**src/rtl/fetch_sequencer_if.sv**
```systemverilog
// Instruction-memory request/response bus between the fetch sequencer and memory.
interface fetch_sequencer_if;
  logic        im_req;
  logic [31:0] im_addr;
  logic        im_ready;
  logic [31:0] im_rdata;

  // Fetch side issues requests and consumes returned data.
  modport master (
    output im_req,
    output im_addr,
    input  im_ready,
    input  im_rdata
  );

  // Memory side answers requests.
  modport slave (
    input  im_req,
    input  im_addr,
    output im_ready,
    output im_rdata
  );
endinterface

```
**src/rtl/fetch_sequencer.sv**
```systemverilog
// Fetch-stage controller: owns the F-stage PC and the F->D register, sequences
// instruction fetches over a ready handshake and applies delay-slot redirects from D.
module fetch_sequencer #(
  parameter logic [31:0] RESET_PC = 32'h0000_3000
) (
  input  logic                   clk,
  input  logic                   reset,
  input  logic                   stall,
  input  logic [1:0]             npc_op,
  input  logic                   b_taken,
  input  logic [15:0]            imm16,
  input  logic [25:0]            imm26,
  input  logic [31:0]            ra_addr,
  fetch_sequencer_if.master      im,
  output logic [31:0]            pc_f,
  output logic [31:0]            instr_d,
  output logic [31:0]            pc_d,
  output logic [31:0]            pc8_d,
  output logic                   valid_d
);

  typedef enum logic [0:0] {StFetch, StHold} state_e;

  state_e      state_q, state_d;
  logic [31:0] pc_f_q, pc_f_d;
  logic [31:0] nxt_q, nxt_d;
  logic [31:0] hbuf_q, hbuf_d;
  logic [31:0] instr_d_q, instr_d_d;
  logic [31:0] pc_d_q, pc_d_d;
  logic        valid_d_q, valid_d_d;

  logic        redirect;
  logic [31:0] target;
  logic        advance;
  logic [31:0] adv_data;
  logic        unused_ra_lo;

  // jr targets are word aligned; the low address bits are deliberately dropped.
  assign unused_ra_lo = ^ra_addr[1:0];

  // Decode the D-stage redirect and its target address.
  always_comb begin
    redirect = 1'b0;
    target   = '0;
    case (npc_op)
      2'b01: begin
        redirect = b_taken;
        target   = pc_d_q + 32'd4 + {{14{imm16[15]}}, imm16, 2'b00};
      end
      2'b10: begin
        redirect = 1'b1;
        target   = {pc_d_q[31:28], imm26, 2'b00};
      end
      2'b11: begin
        redirect = 1'b1;
        target   = {ra_addr[31:2], 2'b00};
      end
      default: begin
        redirect = 1'b0;
        target   = '0;
      end
    endcase
    // A bubble in D or a frozen D cannot redirect.
    redirect = redirect & valid_d_q & ~stall;
  end

  // Next-state: fetch/hold sequencing, F->D transfer and PC selection.
  always_comb begin
    state_d   = state_q;
    pc_f_d    = pc_f_q;
    nxt_d     = nxt_q;
    hbuf_d    = hbuf_q;
    instr_d_d = instr_d_q;
    pc_d_d    = pc_d_q;
    valid_d_d = valid_d_q;
    advance   = 1'b0;
    adv_data  = hbuf_q;

    case (state_q)
      StFetch: begin
        if (im.im_ready) begin
          if (stall) begin
            // Data arrived while D is frozen: park it until the stall clears.
            hbuf_d  = im.im_rdata;
            state_d = StHold;
          end else begin
            advance  = 1'b1;
            adv_data = im.im_rdata;
          end
        end else if (!stall) begin
          instr_d_d = '0;
          valid_d_d = 1'b0;
        end
      end
      StHold: begin
        // im_ready here is a protocol violation and is ignored.
        if (!stall) begin
          advance  = 1'b1;
          adv_data = hbuf_q;
          state_d  = StFetch;
        end
      end
      default: state_d = StFetch;
    endcase

    if (advance) begin
      instr_d_d = adv_data;
      pc_d_d    = pc_f_q;
      valid_d_d = 1'b1;
    end

    // The delay slot is the fetch in flight, so a redirect only replaces what follows it.
    if (advance && redirect) begin
      pc_f_d = target;
      nxt_d  = target + 32'd4;
    end else if (advance) begin
      pc_f_d = nxt_q;
      nxt_d  = nxt_q + 32'd4;
    end else if (redirect) begin
      nxt_d = target;
    end
  end

  // State registers with synchronous reset; reset drops any parked data or pending redirect.
  always_ff @(posedge clk) begin
    if (reset) begin
      state_q   <= StFetch;
      pc_f_q    <= RESET_PC;
      nxt_q     <= RESET_PC + 32'd4;
      hbuf_q    <= '0;
      instr_d_q <= '0;
      pc_d_q    <= '0;
      valid_d_q <= 1'b0;
    end else begin
      state_q   <= state_d;
      pc_f_q    <= pc_f_d;
      nxt_q     <= nxt_d;
      hbuf_q    <= hbuf_d;
      instr_d_q <= instr_d_d;
      pc_d_q    <= pc_d_d;
      valid_d_q <= valid_d_d;
    end
  end

  assign im.im_req  = (state_q == StFetch) & ~reset;
  assign im.im_addr = pc_f_q;
  assign pc_f       = pc_f_q;
  assign instr_d    = instr_d_q;
  assign pc_d       = pc_d_q;
  assign pc8_d      = pc_d_q + 32'd8;
  assign valid_d    = valid_d_q;

endmodule
```
**src/flat_wrapper.sv**
```systemverilog
// flat-port wrapper written by rule: the top's interface ports become plain ports
module fetch_sequencer_flat 
#(
  parameter logic [31:0] RESET_PC = 32'h0000_3000
)
  (clk, reset, stall, npc_op, b_taken, imm16, imm26, ra_addr, pc_f, instr_d, pc_d, pc8_d, valid_d, im_im_req, im_im_addr, im_im_ready, im_im_rdata);
  fetch_sequencer_if im_i ();
  input  logic clk;
  input  logic reset;
  input  logic stall;
  input  logic [1:0] npc_op;
  input  logic b_taken;
  input  logic [15:0] imm16;
  input  logic [25:0] imm26;
  input  logic [31:0] ra_addr;
  output logic [31:0] pc_f;
  output logic [31:0] instr_d;
  output logic [31:0] pc_d;
  output logic [31:0] pc8_d;
  output logic valid_d;
  output wire logic [$bits(im_i.im_req)-1:0] im_im_req;
  output wire logic [$bits(im_i.im_addr)-1:0] im_im_addr;
  input wire logic [$bits(im_i.im_ready)-1:0] im_im_ready;
  input wire logic [$bits(im_i.im_rdata)-1:0] im_im_rdata;
  assign im_im_req = im_i.im_req;
  assign im_im_addr = im_i.im_addr;
  assign im_i.im_ready = im_im_ready;
  assign im_i.im_rdata = im_im_rdata;
  fetch_sequencer #(.RESET_PC(RESET_PC)) u_core (.clk(clk), .reset(reset), .stall(stall), .npc_op(npc_op), .b_taken(b_taken), .imm16(imm16), .imm26(imm26), .ra_addr(ra_addr), .im(im_i), .pc_f(pc_f), .instr_d(instr_d), .pc_d(pc_d), .pc8_d(pc8_d), .valid_d(valid_d));
endmodule
```
**config.mk**
```make
export PLATFORM = sky130hd
export DESIGN_NAME = fetch_sequencer_flat
export DESIGN_NICKNAME = d
export VERILOG_FILES = /design/src/rtl/fetch_sequencer_if.sv /design/src/rtl/fetch_sequencer.sv /design/src/flat_wrapper.sv
export SDC_FILE = /design/constraint.sdc
export NUM_CORES = 1
export LEC_CHECK = 0
export ABC_AREA = 1
export CAP_MARGIN = 20
export CORE_AREA = 2 2 225 161
export CTS_CLUSTER_SIZE = 14
export DETAILED_ROUTE_END_ITERATION = 12
export DIE_AREA = 0 0 227 163
export PLACE_DENSITY = 0.66
export RECOVER_POWER = 50
export SLEW_MARGIN = 10
export SYNTH_ARGS = -nofsm -noshare
export SYNTH_HDL_FRONTEND = slang
export SYNTH_SLANG_ARGS = --single-unit
```
**constraint.sdc**
```tcl
create_clock -name clk -period 3.9 [get_ports clk]
set_input_delay 0.975 -clock clk [delete_from_list [all_inputs] [get_ports clk]]
set_output_delay 0.975 -clock clk [all_outputs]
set_load 0.1 [all_outputs]
```
## Yosys cells after proc, flatten, opt, wreduce, memory -nomap -nowiden

Cells that the tools add are included.

| operators by class | value |
|---|---|
| eq/ne operators | 6 |
| reduce and logical (&&, ||, !) cells | 6 |
| $add $sub $neg | 5 |
| muxes and demuxes | 24 |
| bitwise gates (word level) | 6 |

Operators by type and width:

| operator | number |
|---|---|
| $mux 32 | 11 |
| $add 32x3->32 const B | 3 |
| $pmux 32 s3 | 1 |
| $pmux 32 s2 | 1 |
| $add 32x32->32 | 1 |
| $add 32x4->32 const B | 1 |
| $mux 1 | 8 |
| $pmux 1 s2 | 3 |
| $reduce_and 3->1 | 2 |
| $eq 2x2->1 const B | 2 |
| $ne 2x1->1 const B | 2 |
| $and 1x1->1 | 3 |
| $not 1->1 | 3 |
| $reduce_bool 3->1 | 1 |
| $eq 2x1->1 const B | 1 |
| $ne 2x2->1 const B | 1 |
| $reduce_bool 2->1 | 1 |
| $reduce_or 2->1 | 1 |
| $logic_and 1x1->1 | 1 |

| word-level totals | value |
|---|---|
| register bits after elaboration | 162 |
| output and inout bits | 162 |
| input port bits | 113 |
| word-level logic and storage cells | 54 |

## Depth between registers and ports, before layout

Gate-level depths: netlist (run 1).

| depth | value |
|---|---|
| depth in word-level cells | 8 |
| gate-level depth with buffers | 25 |
| depth with buffers taken out | 25 |

## Least setup slack after synthesis (run 1)

Ideal clock, no wire load.

| path | value |
|---|---|
| path kind | flip-flop to output port |
| start | register u_core.pc_d_q[4], in the netlist u_core.pc_d[4] |
| end | output pc8_d[31] |
| setup slack | -1.466 ns |
| cell stages (with the launch flop) | 12 |
| path buffers | 0 |
| arrival | 4.391 ns |
| data required time | 2.925 ns |
| cell sequence | dfxtp_1 > ha_1 > nand2_1 > nor3_2 > nand3_1 > nor3_2 > nand3_1 > nor3_2 > nand3_1 > nor3_1 > nand4_1 > xor2_1 |

| between the ends | value |
|---|---|
| longest elaborated chain between the ends | 1 |

RTL lines:

| what | RTL line | source |
|---|---|---|
| start: declaration | fetch_sequencer.sv:29 | `logic [31:0] pc_d_q, pc_d_d;` |
| start signal: assignment | fetch_sequencer.sv:140 | `pc_d_q <= pc_d_d;` |
| $add 32x4->32 | fetch_sequencer.sv:150 | `assign pc8_d = pc_d_q + 32'd8;` |
| end: declaration | flat_wrapper.sv:19 | `output logic [31:0] pc8_d;` |

Every way passes these cells.

## Final worst setup path (run 1)

| path | value |
|---|---|
| start | register u_core.pc_d_q[3], in the netlist u_core.pc_d[3] |
| end | output pc8_d[29] |

The elaborated chain is that of the path after synthesis.

==> results of run 1 <==
-- cell type report --
class / instances / area, µm² / area share, %
clock inverter: 13 / 148 / 0.847
tap: 480 / 601 / 3.45
inverter: 236 / 888 / 5.10
clock buffer: 19 / 454 / 2.61
sequential: 162 / 3270 / 18.8
timing repair buffer: 462 / 4080 / 23.4
multi-input combinational: 1391 / 7990 / 45.8
-- flip-flops by register name, summed over array words and instances (netlist names) --
name,cells
u_core.im.im_addr,32
u_core.instr_d,32
u_core.pc_d,32
u_core.hbuf_q,32
u_core.nxt_q,32
u_core.valid_d,1
u_core.state_q,1
-- cells in the mapped netlist (3+ instances only) --
| cell type | n |
|---|---|
| inv_1 | 228 |
| nor2_4 | 3 |
| buf_1 | 6 |
| buf_4 | 38 |
| xnor2_1 | 9 |
| nor4_1 | 3 |
| inv_2 | 7 |
| nor2_2 | 8 |
| clkbuf_1 | 67 |
| nand2_1 | 442 |
| xor2_1 | 41 |
| nand3_1 | 134 |
| nor3_1 | 15 |
| nor2_1 | 270 |
| nor3_2 | 5 |
| o211ai_1 | 7 |
| a31oi_1 | 17 |
| a22o_1 | 21 |
| o221ai_1 | 3 |
| nand2_2 | 6 |
| a21oi_1 | 76 |
| o21ai_0 | 152 |
| dfxtp_1 | 162 |
| ha_1 | 60 |
| a221oi_1 | 18 |
| o31ai_1 | 32 |
| nand4_1 | 23 |
| buf_2 | 4 |
| nand3b_1 | 17 |
| nand3_2 | 3 |
-- cell usage in the layout (no fill, tap or decap), types with 7 or more instances in the layout --
master,n
nand2_1,408
nor2_1,240
inv_1,224
buf_4,206
clkdlybuf4s50_1,202
o21ai_0,152
dfxtp_1,151
nand3_1,117
a21oi_1,69
ha_1,52
nand2_2,36
clkbuf_1,33
o31ai_1,32
xor2_1,30
nor2_2,27
nand4_1,23
a22o_1,21
nand3_2,18
a221oi_1,18
clkbuf_16,18
a31oi_1,17
nand3b_1,17
buf_12,17
nor2_4,14
nor3_1,11
inv_2,10
nor3_4,7
a21oi_2,7
o211ai_1,7
-- repair_timing --
item	CTS	global route
pin swaps	12	40
gates resized for setup	19	103
endpoints found under the setup margin	10	29
buffers inserted	16	14
hold buffers	0	0
-- worst reg2reg max path, cell delays in order, from the launching register on --
cell      delay [ps]
dfxtp_4          360
buf_4            140
ha_1             290
ha_2             180
inv_2             60
fa_2             420
nand3b_1         190
nand3_2          110
nand2_2           80
nor2_4           120
nand2_4           80
nor2_4           150
nand2_2           80
nor2_2           110
nand4_1          240
nor2_2           230
nand3_2          100
xnor2_1          160
nand2_1           70
a21oi_1          150
-- cell families after synthesis --
logic type / Yosys count / share of synthesized area [%]
xor gates and xnor gates: 50 / 3.64
DFF: 162 / 27.0
and+or+nand+nor: 938 / 33.5
buffers and inverters: 353 / 12.4
muxes: 1 / 0.0833
adders and majority gates: 61 / 6.41
AOI/OAI and AO/OA: 341 / 17.0
-- how the worst max path moves through the flow --
| stage | start | slack [ps] | depth (start not counted) | endpoint |
|---|---|---|---|---|
| 6_report | u_core.pc_d[3] | 70 | 13 | pc8_d[29] |
| 5_1_grt | u_core.pc_d[3] | -110 | 13 | pc8_d[29] |
| 4_1_cts | u_core.pc_d[3] | -80 | 12 | pc8_d[31] |
| 3_5_place_dp | imm16[0] | -440 | 24 | u_core.nxt_q[30] |
| 3_3_place_gp | imm16[9] | -420 | 20 | u_core.nxt_q[30] |
| 2_1_floorplan | u_core.pc_d[4] | -280 | 8 | pc8_d[23] |
-- layer usage --
layer	GRT usage, %	wire length [µm]
met5	0	0
met4	4.43	507
met3	4.85	3760
met2	36.5	19900
met1	36.5	22300
-- power by group --
| part | switching [mW] | internal, mW |
|---|---|---|
| Clock | 0.801 | 0.991 |
| Sequential | 0.114 | 1.76 |
| Combinational | 1.48 | 0.745 |
-- through the flow --
stage,std cells,cell area [µm²]
global route,2763,17400
CTS,2749,17100
global placement,2701,16200
floorplan,1906,12300
finish,2763,17400
detailed placement,2701,16200
==> flow_summary.yaml, run 1 <==
min_path:
  holdPathEnd: "u_core.hbuf_q[31]"
  hold_path.class: "register to register"
  min_delay_path_depth: 2
  hp-start: "u_core.hbuf_q[31]"
setup_path:
  reg2regPathDepth: 19
  startpoint_type: "register"
  cp_num_buf_inv: 3
  crit_arrival_ps: 2860
  cp_common_cell: "nor3_4"
  path_max_fanout: 3
  reg2reg_slack_ps: 500
  crit_family: "simple AND/OR/NAND/NOR gates"
  required_ps: 2920
  rr_endpoint: "u_core.nxt_q[20]"
  cp_cell_sequence: "ha_4 -> nand2_4 -> nor3_4 -> nand3_2 -> nor3_4 -> nand3_4 -> nor3_4 -> nand3_2 -> buf_6 -> nor4_4 -> buf_4 -> xor2_4 -> buf_12"
  crit_path_end_kind: "primary output"
  path_class: "register to primary output"
  max_stage_delay_ps: 380
  r2r-start: "u_core.pc_d[3]"
  cpMaxStageDelayCell: "dfxtp_4"
global_route:
  grt_overflow: 0
  track_usage_pct: 24.5
  antenna_found_initial: 1
  grt_start_max_net_pins: 111
  grt_pass1_wl_um: 70800
  grt_pass1_vias: 13000
route:
  drt_wl_total_um: 46400
  drt-wirelength-per-cell_um: 16.8
  firstDrtPassIters: 5
  final_antenna_net_count: 0
  drc_errors: 0
  via_per_inst: 5.11
  via_count: 14100
  drt_iter0_drc: 1336
cells_and_area:
  fillers: 3583
  syn2layout_area_growth_pct: 45.1
  fin_nets: 2444
  utilization_pct: 49.6
  drive_above_1_share_pct: 18.9
  diodes: 0
yosys:
  yosys-top-cells-area: "dfxtp_1 (27%), nand2_1 (14%), nor2_1 (8.4%)"
  synth_edf_count: 0
  syn_area_um2: 12000
  yosysTopAreaCellShare_pct: 27.0
  synthCells: 1906
  yosys.area.top_type: "dfxtp_1"
  async_flop_share_pct: 0
  ys_types: 52
  syn_avg_cell_area_um2: 6.30
  ys_seq_area_share_pct: 27.0
  yosys_warnings: 0
  synth_ff_type: "dfxtp_1"
  synth-seq-cells: 162
  syn-num-nets: 2080
clock_network:
  cts_buffers: 17
  clk_latency_ps: 450
  cts_tree: "built"
  htreeDepth: 4
  cts.path.max_buffers: 2
  cts.sinks: 162
  cts_root_buf: "clkbuf_16"
  clk_pin_slew_worst_paths_ps: 70
floorplan:
  core_area_um2: 35100
  row_count: 58
  die_w_um: 227
  ios: 275
  start_util_pct: 34.2
  dieArea_um2: 37000
  fp.dieH_um: 163
sta:
  hold_violations: 0
  fin_hold_ws_ps: 462
  fin_crit_sh_pct: 98.3
  setup-tns-final_ps: 0
  worst_pin_slew_ps: 1670
  setup_slack_ps: 67.2
  report.final.slew_viol_count: 40
  max_freq_ghz: 0.261
  slew_headroom_pct: -11.6
  rsz0062_at_grt: "yes"
  setup_viol: 0
  fin_crit_ps: 3830
  skew_ps: 10.2
place:
  pre_cts_slack_ps: -435
  portBuffers: 272
  gp_congestion: 0.964
  dp_hpwl_um: 34600
pwr:
  total_power_mw: 5.89
  p_leak_nw: 7.87
  peakVddDrop_mv: 0.221
  power_density_nw_per_um2: 338
outcome:
  violations: "max-capacitance violations, max-slew violations"
  status: "complete, but fails checks"
run:
  drv_cap: 1
(Power assumes the default switching activity.)
==> inputs of run 2 (changes only) <==
- clock period: 3.9 -> 4.25 ns (I/O delays scaled with it)
==> run 2 against run 1 <==
  * The flow still finishes with violations (max-capacitance violations, max-slew violations)
  * Sequential share of layout area increased by 0.53 points
  * Final cell count is 1.4% lower
  * Wire length fell by 1.4%
  * Sequential power is 8% lower
  * Setup slack improved by 37 ps
  * Worst hold slack about the same
  * Non-clock buffer count down 38
==> flow_summary.yaml, run 2 (synthesis results as in run 1) <==
outcome:
  status: "complete, but fails checks"
  violations: "max-capacitance violations, max-slew violations"
sta:
  slew_headroom_pct: -72.5
  setup-tns-final_ps: 0
  max_freq_ghz: 0.241
  setup_viol: 0
  skew_ps: 13.0
  fin_crit_ps: 4150
  fin_crit_sh_pct: 97.6
  rsz0062_at_grt: "yes"
  fin_hold_ws_ps: 461
  report.final.slew_viol_count: 144
  hold_violations: 0
  worst_pin_slew_ps: 2590
  setup_slack_ps: 104
cells_and_area:
  final_area_um2: 16900
  fin_nets: 2406
  drive_above_1_share_pct: 13.1
  fin_cells: 2725
  diodes: 0
  fillers: 3628
  syn2layout_area_growth_pct: 40.9
  utilization_pct: 48.2
  final_common_cell: "nand2_1"
  final_cell_mix: "nand2_1 (436), nor2_1 (257), inv_1 (227)"
global_route:
  grt_overflow: 0
  grt_start_max_net_pins: 78
  grt_pass1_vias: 12700
  grt_pass1_wl_um: 70400
  antenna_found_initial: 0
  track_usage_pct: 24.5
setup_path:
  path_class: "register to primary output"
  cpMaxStageDelayCell: "dfxtp_4"
  path_max_fanout: 3
  crit_path_end_kind: "primary output"
  required_ps: 3190
  max_stage_delay_ps: 370
  cp_num_buf_inv: 1
  cp_cell_sequence: "ha_4 -> nand2_4 -> nor3_4 -> nand3_2 -> nor3_4 -> nand3_4 -> nor3_4 -> nand3_2 -> nor3_2 -> nand4_1 -> xor2_4 -> buf_12"
  cp_common_cell: "nor3_4"
  startpoint_type: "register"
  startpoint: "u_core.pc_d[4]"
  crit_arrival_ps: 3080
  crit_family: "simple AND/OR/NAND/NOR gates"
  r2r-start: "u_core.pc_d[3]"
clock_network:
  htreeDepth: 4
  ctsHoldBuffers: 0
  cts_tree: "built"
  cts_root_buf: "clkbuf_16"
  cts.sinks: 162
  cts_buffers: 17
  clk_pin_slew_worst_paths_ps: 70
  cts.path.max_buffers: 2
  clk_latency_ps: 450
route:
  via_count: 13800
  via_per_inst: 5.06
  drc_errors: 0
  final_antenna_net_count: 0
  drt-wirelength-per-cell_um: 16.8
  firstDrtPassIters: 5
  drt_iter0_drc: 1362
  drt_wl_total_um: 45800
floorplan:
  die_w_um: 227
  fp.dieH_um: 163
  core_area_um2: 35100
  ios: 275
  dieArea_um2: 37000
  start_util_pct: 34.2
  row_count: 58
min_path:
  hold_path.class: "register to register"
  hp-start: "u_core.instr_d[31]"
run:
  drv_cap: 2
place:
  pre_cts_slack_ps: -208
  portBuffers: 272
  dp_hpwl_um: 34600
  dpl_cell_area_um2: 16100
  gp_congestion: 0.902
  dp.cells: 2683
pwr:
  p_leak_nw: 7.71
  peakVddDrop_mv: 0.228
  total_power_mw: 5.47
  power_density_nw_per_um2: 323
==> run 2: cell types whose count changed in the layout (fill, tap and decap cells not counted), sizes merged <==
| cell | change |
|---|---|
| clkinv | -2 |
| bufinv | +3 |
| dlymetal6s2s | -2 |
| dlygate4sd3 | +42 |
| clkinvlp | -1 |
| buf | -55 |
| clkbuf | -22 |
| inv | -1 |
==> run 2: what timing repair did <==
| item | in CTS | in global routing |
|---|---|---|
| cloned | 0 | 0 |
| setup buffers | 0 | 9 |
| pin swaps | 1 | 15 |
| resized for setup | 10 | 26 |
| setup endpoints to repair | 7 | 15 |
==> run 2: where the power goes <==
part | switching, mW | total, mW | internal [mW]
Sequential | 0.104 | 1.72 | 1.61
Clock | 0.723 | 1.80 | 1.08
Combinational | 1.31 | 1.95 | 0.636
==> run 2: worst register-to-register path, cell delays in order, from the launching register on <==
cell and delay (ps):
dfxtp_4 360, buf_4 140, ha_1 270, ha_1 170, inv_1 60, fa_1 400, inv_1 120, nand2_1 80
nand2_1 120, nand3_1 130, nand2_2 150, nand3_1 140, nand3b_1 110, nand3_1 70, nand2_1 140, nand2_1 130
nor2_2 140, nand2_1 130, nor2_2 170, nand3_1 90, nand2_1 70, nand2_1 50, a21oi_1 130
==> run 2: final cells by class <==
| class | count | area (µm²) | share of cell area (%) |
|---|---|---|---|
| Sequential cell | 162 | 3270 | 19.3 |
| Multi-Input combinational cell | 1391 | 7590 | 44.8 |
| Clock inverter | 12 | 201 | 1.19 |
| Tap cell | 480 | 601 | 3.55 |
| Clock buffer | 20 | 457 | 2.70 |
| Timing Repair Buffer | 424 | 3930 | 23.2 |
| Inverter | 236 | 888 | 5.25 |
==> run 2: layer usage <==
metal | global-route usage, % | up-vias | wire (µm)
met4 | 3.59 | 0 | 343
met1 | 37.1 | 6419 | 22600
li1 | - | 6851 | -
met3 | 3.90 | 28 | 3410
met5 | 0 | - | 0
met2 | 36.7 | 492 | 19500
==> run 2: path summary, 6_finish.rpt <==
path	to	cells after the start	slack (ps)
setup / recovery	pc8_d[31]	12	100
hold / removal	u_core.instr_d[31]	2	460
setup reg to reg	u_core.nxt_q[30]	22	830
hold reg to reg	u_core.instr_d[31]	2	460
==> inputs of run 3 (changes only) <==
- PLACE_DENSITY: 0.66 -> 0.68
- SLEW_MARGIN: 10 -> 25
- clock period: 4.25 -> 3.5 ns (I/O delays scaled with it)
==> run 3 against run 2 <==
  * The flow finishes with violations (negative setup slack)
  * Clock skew rose by 7.5 ps
  * Worst hold slack worse by 4.0 ps
  * Core utilization grew 2.2 points
  * Count of clock-buffer cells in the layout shrank 1
  * Critical endpoint unchanged
  * Critical path depth grew 1
  * Clock power is 7% higher
  * Non-clock buffer count is 89 higher
  * Combinational power increased by 32%
  * First-iteration DRC count grew 7.1%
==> flow_summary.yaml, run 3 (synthesis results as in run 1) <==
pwr:
  total_power_mw: 6.58
  internal_power_mw: 3.84
  p_clk_share_pct: 29.3
  p_comb_share_pct: 39.2
  peakVddDrop_mv: 0.244
  switching_share_pct: 41.6
  seqPwrFrac_pct: 31.5
  p_switching_mw: 2.74
  p_leak_nw: 7.92
  power_density_nw_per_um2: 372
place:
  dpl_cell_area_um2: 16500
  portBuffers: 272
  gp_congestion: 0.952
  dp_hpwl_um: 35200
sta:
  slew_headroom_pct: 17.9
  rsz0062_at_grt: "yes"
  fin_crit_ps: 3660
  worst_pin_slew_ps: 1240
  hold_violations: 0
  setup_viol: 14
  setup_slack_ps: -162
  setup-tns-final_ps: -1150
  max_freq_ghz: 0.273
  report.final.slew_viol_count: 0
  skew_ps: 20.5
  fin_crit_sh_pct: 105
floorplan:
  die_w_um: 227
  dieArea_um2: 37000
  row_count: 58
  fp.dieH_um: 163
  ios: 275
  start_util_pct: 34.2
  core_area_um2: 35100
route:
  drc_errors: 0
  met1_length_um: 22000
  wl_met3_um: 3640
  routed.top_layer: "met4"
  drt-wirelength-per-cell_um: 16.8
  via_count: 14500
  met2_length_um: 20900
  drt_wl_total_um: 47300
  firstDrtPassIters: 5
  via_per_inst: 5.15
  final_antenna_net_count: 0
  drt_iter0_drc: 1459
cells_and_area:
  drive_above_1_share_pct: 23.9
  diodes: 0
  final_cell_mix: "nand2_1 (372), buf_4 (244), nor2_1 (225)"
  fin_nets: 2495
  syn2layout_area_growth_pct: 47.4
  final_area_um2: 17700
  final_common_cell: "nand2_1"
setup_path:
  cp_num_buf_inv: 2
  crit_arrival_ps: 2790
  r2r-start: "u_core.pc_d[3]"
  path_class: "register to primary output"
  cp_common_cell: "nor3_4"
  cpMaxStageDelayCell: "dfxtp_4"
  startpoint: "u_core.pc_d[4]"
  crit_family: "simple AND/OR/NAND/NOR gates"
  crit_path_end_kind: "primary output"
  startpoint_type: "register"
  path_max_fanout: 3
  reg2reg_slack_ps: 140
  max_stage_delay_ps: 360
  required_ps: 2620
  cp_cell_sequence: "ha_4 -> nand2_4 -> nor3_4 -> nand3_2 -> nor3_2 -> buf_4 -> nand3_4 -> nor3_4 -> nand3_4 -> nor3_4 -> nand4_1 -> xor2_4 -> buf_12"
clock_network:
  htreeDepth: 4
  cts.sinks: 162
  clk_pin_slew_worst_paths_ps: 70
  cts_root_buf: "clkbuf_16"
  cts_buffers: 17
  cts.path.max_buffers: 2
  ctsHoldBuffers: 0
  clk_latency_ps: 450
  cts_tree: "built"
outcome:
  violations: "negative setup slack"
  status: "complete, but fails checks"
global_route:
  grt_overflow: 0
  grt_pass1_wl_um: 71500
  grt_start_max_net_pins: 66
  grt_pass1_vias: 13100
  track_usage_pct: 24.7
  antenna_found_initial: 0
min_path:
  hp-start: "u_core.hbuf_q[31]"
  hold_path.class: "register to register"
run:
  drv_cap: 0
==> run 3: cell type report <==
type,count,area (µm²)
inverter,236,888
sequential,162,3270
multi-input combinational,1391,8490
clock inverter,13,123
clock buffer,19,454
timing repair buffer,513,3890
tap,480,601
fill,3566,17400
==> run 3: metrics by stage <==
| step | util (%) | worst slack [ps] | hold slack (ps) | cells |
|---|---|---|---|---|
| 4_1_cts | 50.0 | -228 | 462 | 2802 |
| 3_5_place_dp | 46.9 | -708 | 452 | 2742 |
| 5_1_grt | 50.4 | -318 | 504 | 2814 |
| 3_3_place_gp | 46.9 | -644 | 438 | 2742 |
| 2_1_floorplan | - | -533 | 430 | 1906 |
| 6_report | 50.4 | -162 | 457 | 2814 |
==> run 3: final timing paths <==
| path | depth (start not counted) | endpoint |
|---|---|---|
| max reg2reg | 23 | u_core.nxt_q[21] |
| max | 13 | pc8_d[31] |
| min reg2reg | 2 | u_core.hbuf_q[31] |
| min | 2 | u_core.hbuf_q[31] |
==> run 3: what timing repair did <==
item                       in CTS  in global routing
setup buffers                  27                 15
setup endpoints to repair      32                 33
gates cloned                    1                  0
pin swaps                      36                 59
resized for setup              77                145
==> run 3: power by group through the flow <==
| stage | registers [mW] | clock network (mW) | logic [mW] |
|---|---|---|---|
| finish | 2.07 | 1.93 | 2.58 |
| global placement | 2.11 | 0 | 2.40 |
| global route | 2.09 | 2.04 | 2.76 |
| detailed placement | 2.11 | 0 | 2.42 |
| floorplan | 2.49 | 0 | 1.18 |
| CTS | 2.07 | 1.96 | 2.49 |
==> run 3: layer usage <==
layer | vias up | track usage [%]
li1 | 7024 | -
met1 | 6848 | 36.5
met2 | 582 | 37.6
met3 | 47 | 4.01
met4 | 0 | 4.72
met5 | - | 0
==> run 3: worst reg2reg max path, stage by stage, from the launching register on <==
cell	delay [ps]
dfxtp_4	360
buf_4	150
ha_4	270
ha_4	130
inv_2	30
fa_1	380
inv_1	80
nand2_1	60
nand2_1	150
nand3_2	120
nand3b_1	110
nand3_1	120
nand2_2	190
nand2_4	100
inv_2	70
nand2_2	70
nor2_4	170
nand2_4	90
nor3_4	260
nand2_1	100
nand2_1	60
nand2_1	60
nand2_1	70
a21oi_2	50
